===== src/rtl/fetch_stage.sv =====
// Instruction-fetch stage: PC register, variable-latency instruction-memory handshake
// and the IF/ID pipeline register, steered by the hazard unit's stall/flush controls.
module fetch_stage #(
    parameter logic [31:0] RESET_PC = 32'h0000_0000,
    parameter logic [31:0] NOP_INST = 32'h0000_0013
) (
    input  logic        clk_i,
    input  logic        rst_i,
    input  logic        start_i,
    input  logic        PCWrite_i,
    input  logic        IFIDStall_i,
    input  logic        IFIDFlush_i,
    input  logic [31:0] branch_target_i,
    output logic        imem_req_o,
    output logic [31:0] imem_addr_o,
    input  logic        imem_ready_i,
    input  logic [31:0] imem_rdata_i,
    output logic [31:0] pc_IFID_o,
    output logic [31:0] inst_IFID_o,
    output logic        valid_IFID_o,
    output logic        fetch_busy_o
);

    typedef enum logic [1:0] {
        IDLE  = 2'd0,
        FETCH = 2'd1,
        DROP  = 2'd2,
        HOLD  = 2'd3
    } state_t;

    state_t      state_r;
    state_t      state_s;
    logic [31:0] pc_r;
    logic [31:0] pc_s;
    logic [31:0] tgt_r;
    logic [31:0] tgt_s;
    logic [31:0] hold_r;
    logic [31:0] hold_s;
    logic [31:0] pc_ifid_r;
    logic [31:0] pc_ifid_s;
    logic [31:0] inst_ifid_r;
    logic [31:0] inst_ifid_s;
    logic        valid_ifid_r;
    logic        valid_ifid_s;
    logic        req_r;
    logic        busy_r;
    logic        stall_s;
    logic [31:0] target_s;

    function automatic logic [31:0] next_word(input logic [31:0] addr);
        next_word = addr + 32'd4;
    endfunction

    function automatic logic [31:0] align_word(input logic [31:0] addr);
        align_word = {addr[31:2], 2'b00};
    endfunction

    assign stall_s  = IFIDStall_i | ~PCWrite_i;
    assign target_s = align_word(branch_target_i);

    // Next-state, next-PC and IF/ID update; flush outranks stall, stall outranks advance.
    always_comb begin
        state_s      = state_r;
        pc_s         = pc_r;
        tgt_s        = tgt_r;
        hold_s       = hold_r;
        pc_ifid_s    = pc_ifid_r;
        inst_ifid_s  = inst_ifid_r;
        valid_ifid_s = valid_ifid_r;
        case (state_r)
            IDLE: begin
                if (start_i) begin
                    state_s = FETCH;
                end else begin
                    state_s = IDLE;
                end
            end
            FETCH: begin
                if (imem_ready_i) begin
                    if (IFIDFlush_i) begin
                        pc_s         = target_s;
                        inst_ifid_s  = NOP_INST;
                        valid_ifid_s = 1'b0;
                    end else if (stall_s) begin
                        hold_s  = imem_rdata_i;
                        state_s = HOLD;
                    end else begin
                        pc_ifid_s    = pc_r;
                        inst_ifid_s  = imem_rdata_i;
                        valid_ifid_s = 1'b1;
                        pc_s         = next_word(pc_r);
                    end
                end else begin
                    if (IFIDFlush_i) begin
                        tgt_s        = target_s;
                        inst_ifid_s  = NOP_INST;
                        valid_ifid_s = 1'b0;
                        state_s      = DROP;
                    end else if (stall_s) begin
                        state_s = FETCH;
                    end else begin
                        inst_ifid_s  = NOP_INST;
                        valid_ifid_s = 1'b0;
                    end
                end
            end
            DROP: begin
                if (IFIDFlush_i) begin
                    tgt_s        = target_s;
                    inst_ifid_s  = NOP_INST;
                    valid_ifid_s = 1'b0;
                end else if (stall_s) begin
                    tgt_s = tgt_r;
                end else begin
                    inst_ifid_s  = NOP_INST;
                    valid_ifid_s = 1'b0;
                end
                // The stale word is thrown away; a flush in the same cycle supplies the newest target.
                if (imem_ready_i) begin
                    pc_s    = IFIDFlush_i ? target_s : tgt_r;
                    state_s = FETCH;
                end else begin
                    state_s = DROP;
                end
            end
            HOLD: begin
                if (IFIDFlush_i) begin
                    pc_s         = target_s;
                    inst_ifid_s  = NOP_INST;
                    valid_ifid_s = 1'b0;
                    state_s      = FETCH;
                end else if (!stall_s) begin
                    pc_ifid_s    = pc_r;
                    inst_ifid_s  = hold_r;
                    valid_ifid_s = 1'b1;
                    pc_s         = next_word(pc_r);
                    state_s      = FETCH;
                end else begin
                    state_s = HOLD;
                end
            end
            default: begin
                state_s = IDLE;
            end
        endcase
    end

    // State, PC and IF/ID registers; request and busy flags are registered from the next state.
    always_ff @(posedge clk_i or posedge rst_i) begin
        if (rst_i) begin
            state_r      <= IDLE;
            pc_r         <= RESET_PC;
            tgt_r        <= 32'h0000_0000;
            hold_r       <= 32'h0000_0000;
            pc_ifid_r    <= 32'h0000_0000;
            inst_ifid_r  <= NOP_INST;
            valid_ifid_r <= 1'b0;
            req_r        <= 1'b0;
            busy_r       <= 1'b0;
        end else begin
            state_r      <= state_s;
            pc_r         <= pc_s;
            tgt_r        <= tgt_s;
            hold_r       <= hold_s;
            pc_ifid_r    <= pc_ifid_s;
            inst_ifid_r  <= inst_ifid_s;
            valid_ifid_r <= valid_ifid_s;
            req_r        <= (state_s == FETCH) || (state_s == DROP);
            busy_r       <= (state_s == DROP) || (state_s == HOLD);
        end
    end

    assign imem_req_o   = req_r;
    assign imem_addr_o  = pc_r;
    assign pc_IFID_o    = pc_ifid_r;
    assign inst_IFID_o  = inst_ifid_r;
    assign valid_IFID_o = valid_ifid_r;
    assign fetch_busy_o = busy_r;

endmodule


===== config.mk =====
export PLATFORM = sky130hd
export DESIGN_NAME = fetch_stage
export DESIGN_NICKNAME = d
export VERILOG_FILES = /design/src/rtl/fetch_stage.sv
export SDC_FILE = /design/constraint.sdc
export NUM_CORES = 1
export LEC_CHECK = 0
export ABC_AREA = 0
export BUFFER_PORTS_ARGS = -buffer_cell sky130_fd_sc_hd__buf_4
export CAP_MARGIN = 5
export CORE_AREA = 2 2 142 144
export DETAILED_ROUTE_END_ITERATION = 7
export DIE_AREA = 0 0 144 146
export GPL_TIMING_DRIVEN = 0
export PLACE_DENSITY = 0.69
export RECOVER_POWER = 50
export SLEW_MARGIN = 25
export SYNTH_ARGS = -nofsm -noshare
export SYNTH_HDL_FRONTEND = slang
export SYNTH_SLANG_ARGS = --single-unit

===== constraint.sdc =====
create_clock -name clk_i -period 5.8 [get_ports clk_i]
set_clock_uncertainty 0.1 [all_clocks]
set_input_delay 1.74 -clock clk_i [delete_from_list [all_inputs] [get_ports clk_i]]
set_output_delay 1.74 -clock clk_i [all_outputs]
set_load 0.05 [all_outputs]

==> results.sh <==
export IMPL_grt_pass1_vias=6275
export IMPL_worstPathCellList="clkbuf_4 -> clkinvlp_2 -> clkbuf_1 -> clkbuf_1"
export IMPL_endpoint_kind="asynchronous set/reset pin"
export IMPL_avgViaCountPerCell=5.38
export IMPL_dieArea_um2=21000
export IMPL_seq_area_frac_synth=0.540
export IMPL_antenna_found_initial=0
export IMPL_synth_edff_count=0
export IMPL_clk_insertion_delay_late_ns=0.43
export IMPL_routed_wl_um=21500
export IMPL_grt_pass1_wl_um=34100
export IMPL_start_kind="input port"
export IMPL_max_stage_delay_ns=1.14
export IMPL_reg2reg_setup_slack_ns=3.38
export IMPL_fin_crit_sh=0.715
export IMPL_setup_viol=0
export IMPL_io_pins=170
export IMPL_synth_cells=727
export IMPL_setup_tns_ns=0
export IMPL_drive_gt1_frac=0.290
export IMPL_arrival_ns=4.40
export IMPL_synth_nets=801
export IMPL_nets=992
export IMPL_synth_area_leaders="dfrtp_1, mux2_2, o21ai_0"
export IMPL_num_fill_cells=1824
export IMPL_ys_ff_latch=165
export IMPL_grt_usage=0.209
export IMPL_area_delta_synth_final_pct=26.8
export IMPL_synthArstFlopShare=1.00
export IMPL_path_clk_slew_ns=0.06
export IMPL_hpwl_um=16000
export IMPL_syn_area_per_cell_um2=10.5
export IMPL_max_freq_mhz=241
export IMPL_worst_path_buf_inv=4
export IMPL_cp_required_ns=6.05
export IMPL_relSlewSlack=-0.115
export IMPL_drc_errors=0
export IMPL_die_y_um=146
export IMPL_grt_max_degree=33
export IMPL_tritoncts="yes"
export IMPL_die_w_um=144
export IMPL_maxCapViolCount=1
export IMPL_r2r_end="imem_addr_o[1]$_DFFE_PP0P_"
export IMPL_synth_largest_area_cell="dfrtp_1"
export IMPL_multi_input_comb_area_um2=3260
export IMPL_final_hold_viol_count=0
export IMPL_cts_resized_gates=0
export IMPL_hold_path_class="register to register"
export IMPL_finalNonFillerCells=1195
export IMPL_worst_path_most_repeated_cell="clkbuf_1"
export IMPL_min_period_ns=4.14
export IMPL_dp_cells=1164
export IMPL_critPathTopFamily="buffers and inverters"
export IMPL_core_area_um2=19300
export IMPL_syn_area_um2=7660
export IMPL_port_buffer_count=166
export IMPL_routabilityCongestion=0.904
export IMPL_dr_total_vias=6426
export IMPL_seqCellArea_um2=4130
export IMPL_criticalPathCategory="input port to asynchronous set/reset pin"
export IMPL_hp_start="inst_IFID_o[17]$_DFFE_PP0P_"
export IMPL_ys_warn_count=0
export IMPL_violations="max-capacitance violations, max-slew violations"
export IMPL_ant_nets=0
export IMPL_overflow=0
export IMPL_synth_top_cell_area_share=0.529
export IMPL_cts_root_buf="clkbuf_16"
export IMPL_p_leak_nw=4.19
export IMPL_rows=51
export IMPL_postCtsSetupBuffers=0
export IMPL_dp_slack_ns=1.49
export IMPL_synth_cell_type_count=53
export IMPL_cellPowerDensity_nw_per_um2=538
export IMPL_cp_max_fo=24
export IMPL_vdd_drop_max_v=0.000246
export IMPL_timing_rr_start="state_r[0]$_DFF_PP0_"
export IMPL_cts_buffer_depth=2
export IMPL_worst_pin_slew_ns=1.67
export IMPL_cts_sinks=165
export IMPL_drtPass1Iterations=6
export IMPL_diodes=0
export IMPL_ys_flop_type="dfrtp_1"
export IMPL_cts_buffers=17
export IMPL_start_util=0.396
export IMPL_finalPower_mw=5.23
export IMPL_hold_end="inst_IFID_o[17]$_DFFE_PP0P_"
export IMPL_hold_buffers=0
export IMPL_drv_slew=30
export IMPL_wire_per_inst_um=18.0
export IMPL_drtIter0Drc=385
export IMPL_reg2regPathDepth=7
export IMPL_status="finished, violations left"
export IMPL_critical_path_slowest_cell="clkbuf_1"
export IMPL_rsz0062_at_grt="no"
export IMPL_setup_slack_ns=1.66
export IMPL_htree_levels=4
export IMPL_whs_path_depth=2
## synthesized netlist by cell type, types with 5 or more instances
library cell,instances
nand2_1,100
a31oi_1,15
nand2b_1,5
inv_1,12
nand4_1,12
mux2_2,93
buf_2,13
nand3_1,14
a21oi_1,21
o21ai_0,88
a22oi_1,31
nor2_1,35
dfrtp_1,162
and2_1,9
o22ai_1,6
nor2b_1,5
clkbuf_1,32
## layout by cell type (no fill, tap or decap), drive strengths merged, types with 2 or more instances in the layout
master / count
o211ai: 3
o311ai: 3
nor4: 5
o31a: 3
a22oi: 31
clkbuf: 99
nor2: 36
nor3b: 4
nand4: 12
o22a: 2
nand2b: 5
and2: 10
or3: 3
buf: 142
dfrtp: 162
a31oi: 15
a32o: 2
a21oi: 21
or2: 2
inv: 15
mux2: 93
dfstp: 3
o221ai: 4
and3: 3
clkinvlp: 4
a41oi: 2
mux2i: 2
nor3: 2
nand2: 100
clkinv: 5
a22o: 2
o22ai: 6
nand3: 14
or4: 2
nor2b: 5
ha: 3
a221oi: 4
o21ai: 89
a211oi: 3
## routing by layer
| layer | vias to the layer above | track usage | wire length, µm |
|---|---|---|---|
| li1 | 3020 | - | - |
| met1 | 3122 | 0.271 | 9170 |
| met2 | 252 | 0.333 | 10200 |
| met3 | 32 | 0.0717 | 1810 |
| met4 | 0 | 0.0549 | 331 |
| met5 | - | 0 | 0 |
## where the power goes
| group | switching (mW) | internal (mW) | total, mW |
|---|---|---|---|
| Sequential | 0.353 | 1.62 | 1.97 |
| Combinational | 1.47 | 0.687 | 2.16 |
| Clock | 0.491 | 0.605 | 1.10 |
| Total | 2.32 | 2.91 | 5.23 |
## stage by stage
stage                util  instance area (µm²)  hold WS (ns)
floorplan               -                 7660         0.350
global placement    0.478                 9240         0.364
detailed placement  0.485                 9380         0.372
CTS                 0.514                 9940         0.381
global route        0.502                 9710         0.395
finish              0.502                 9710         0.378
## layout make-up
cell class | count | area share
Clock buffer | 18 | 0.0452
Inverter | 12 | 0.00477
Sequential cell | 165 | 0.425
Multi-Input combinational cell | 499 | 0.336
Tap cell | 265 | 0.0341
Buffer | 51 | 0.0224
Clock inverter | 13 | 0.0128
Timing Repair Buffer | 172 | 0.119
## flip-flops by register name, summed over array words and instances, names as in the netlist
signal	count
imem_req_o	1
pc_IFID_o	32
inst_IFID_o	32
imem_addr_o	32
state_r	2
fetch_busy_o	1
tgt_r	32
valid_IFID_o	1
hold_r	32
## worst reg2reg max path, cell delays in order (launching register included)
cell,delay [ns]
dfrtp_1,0.43
nand2b_1,0.16
clkbuf_1,0.25
nand2b_1,0.24
buf_2,0.28
buf_1,0.43
nand2_1,0.19
a32o_1,0.24
## worst max path at each step
stage                                  to  cells after the start  slack, ns         from
2_1_floorplan      fetch_busy_o$_DFF_PP0_                      1       1.86        rst_i
3_3_place_gp     pc_IFID_o[2]$_DFFE_PP0P_                      2       0.73        rst_i
3_5_place_dp       fetch_busy_o$_DFF_PP0_                      9       1.49  IFIDFlush_i
4_1_cts            fetch_busy_o$_DFF_PP0_                      9       1.94  IFIDFlush_i
5_1_grt             tgt_r[25]$_DFFE_PP0P_                      4       1.12        rst_i
6_report       imem_addr_o[1]$_DFFE_PP0P_                      4       1.66        rst_i
## cells by family after synthesis
logic type	share of synthesized area
adders and majority gates	0.00490
and+or+nand+nor	0.125
buffers and inverters	0.0345
DFF	0.540
AOI/OAI and AO/OA	0.156
muxes	0.139
Power figures use the tool's default switching activity.
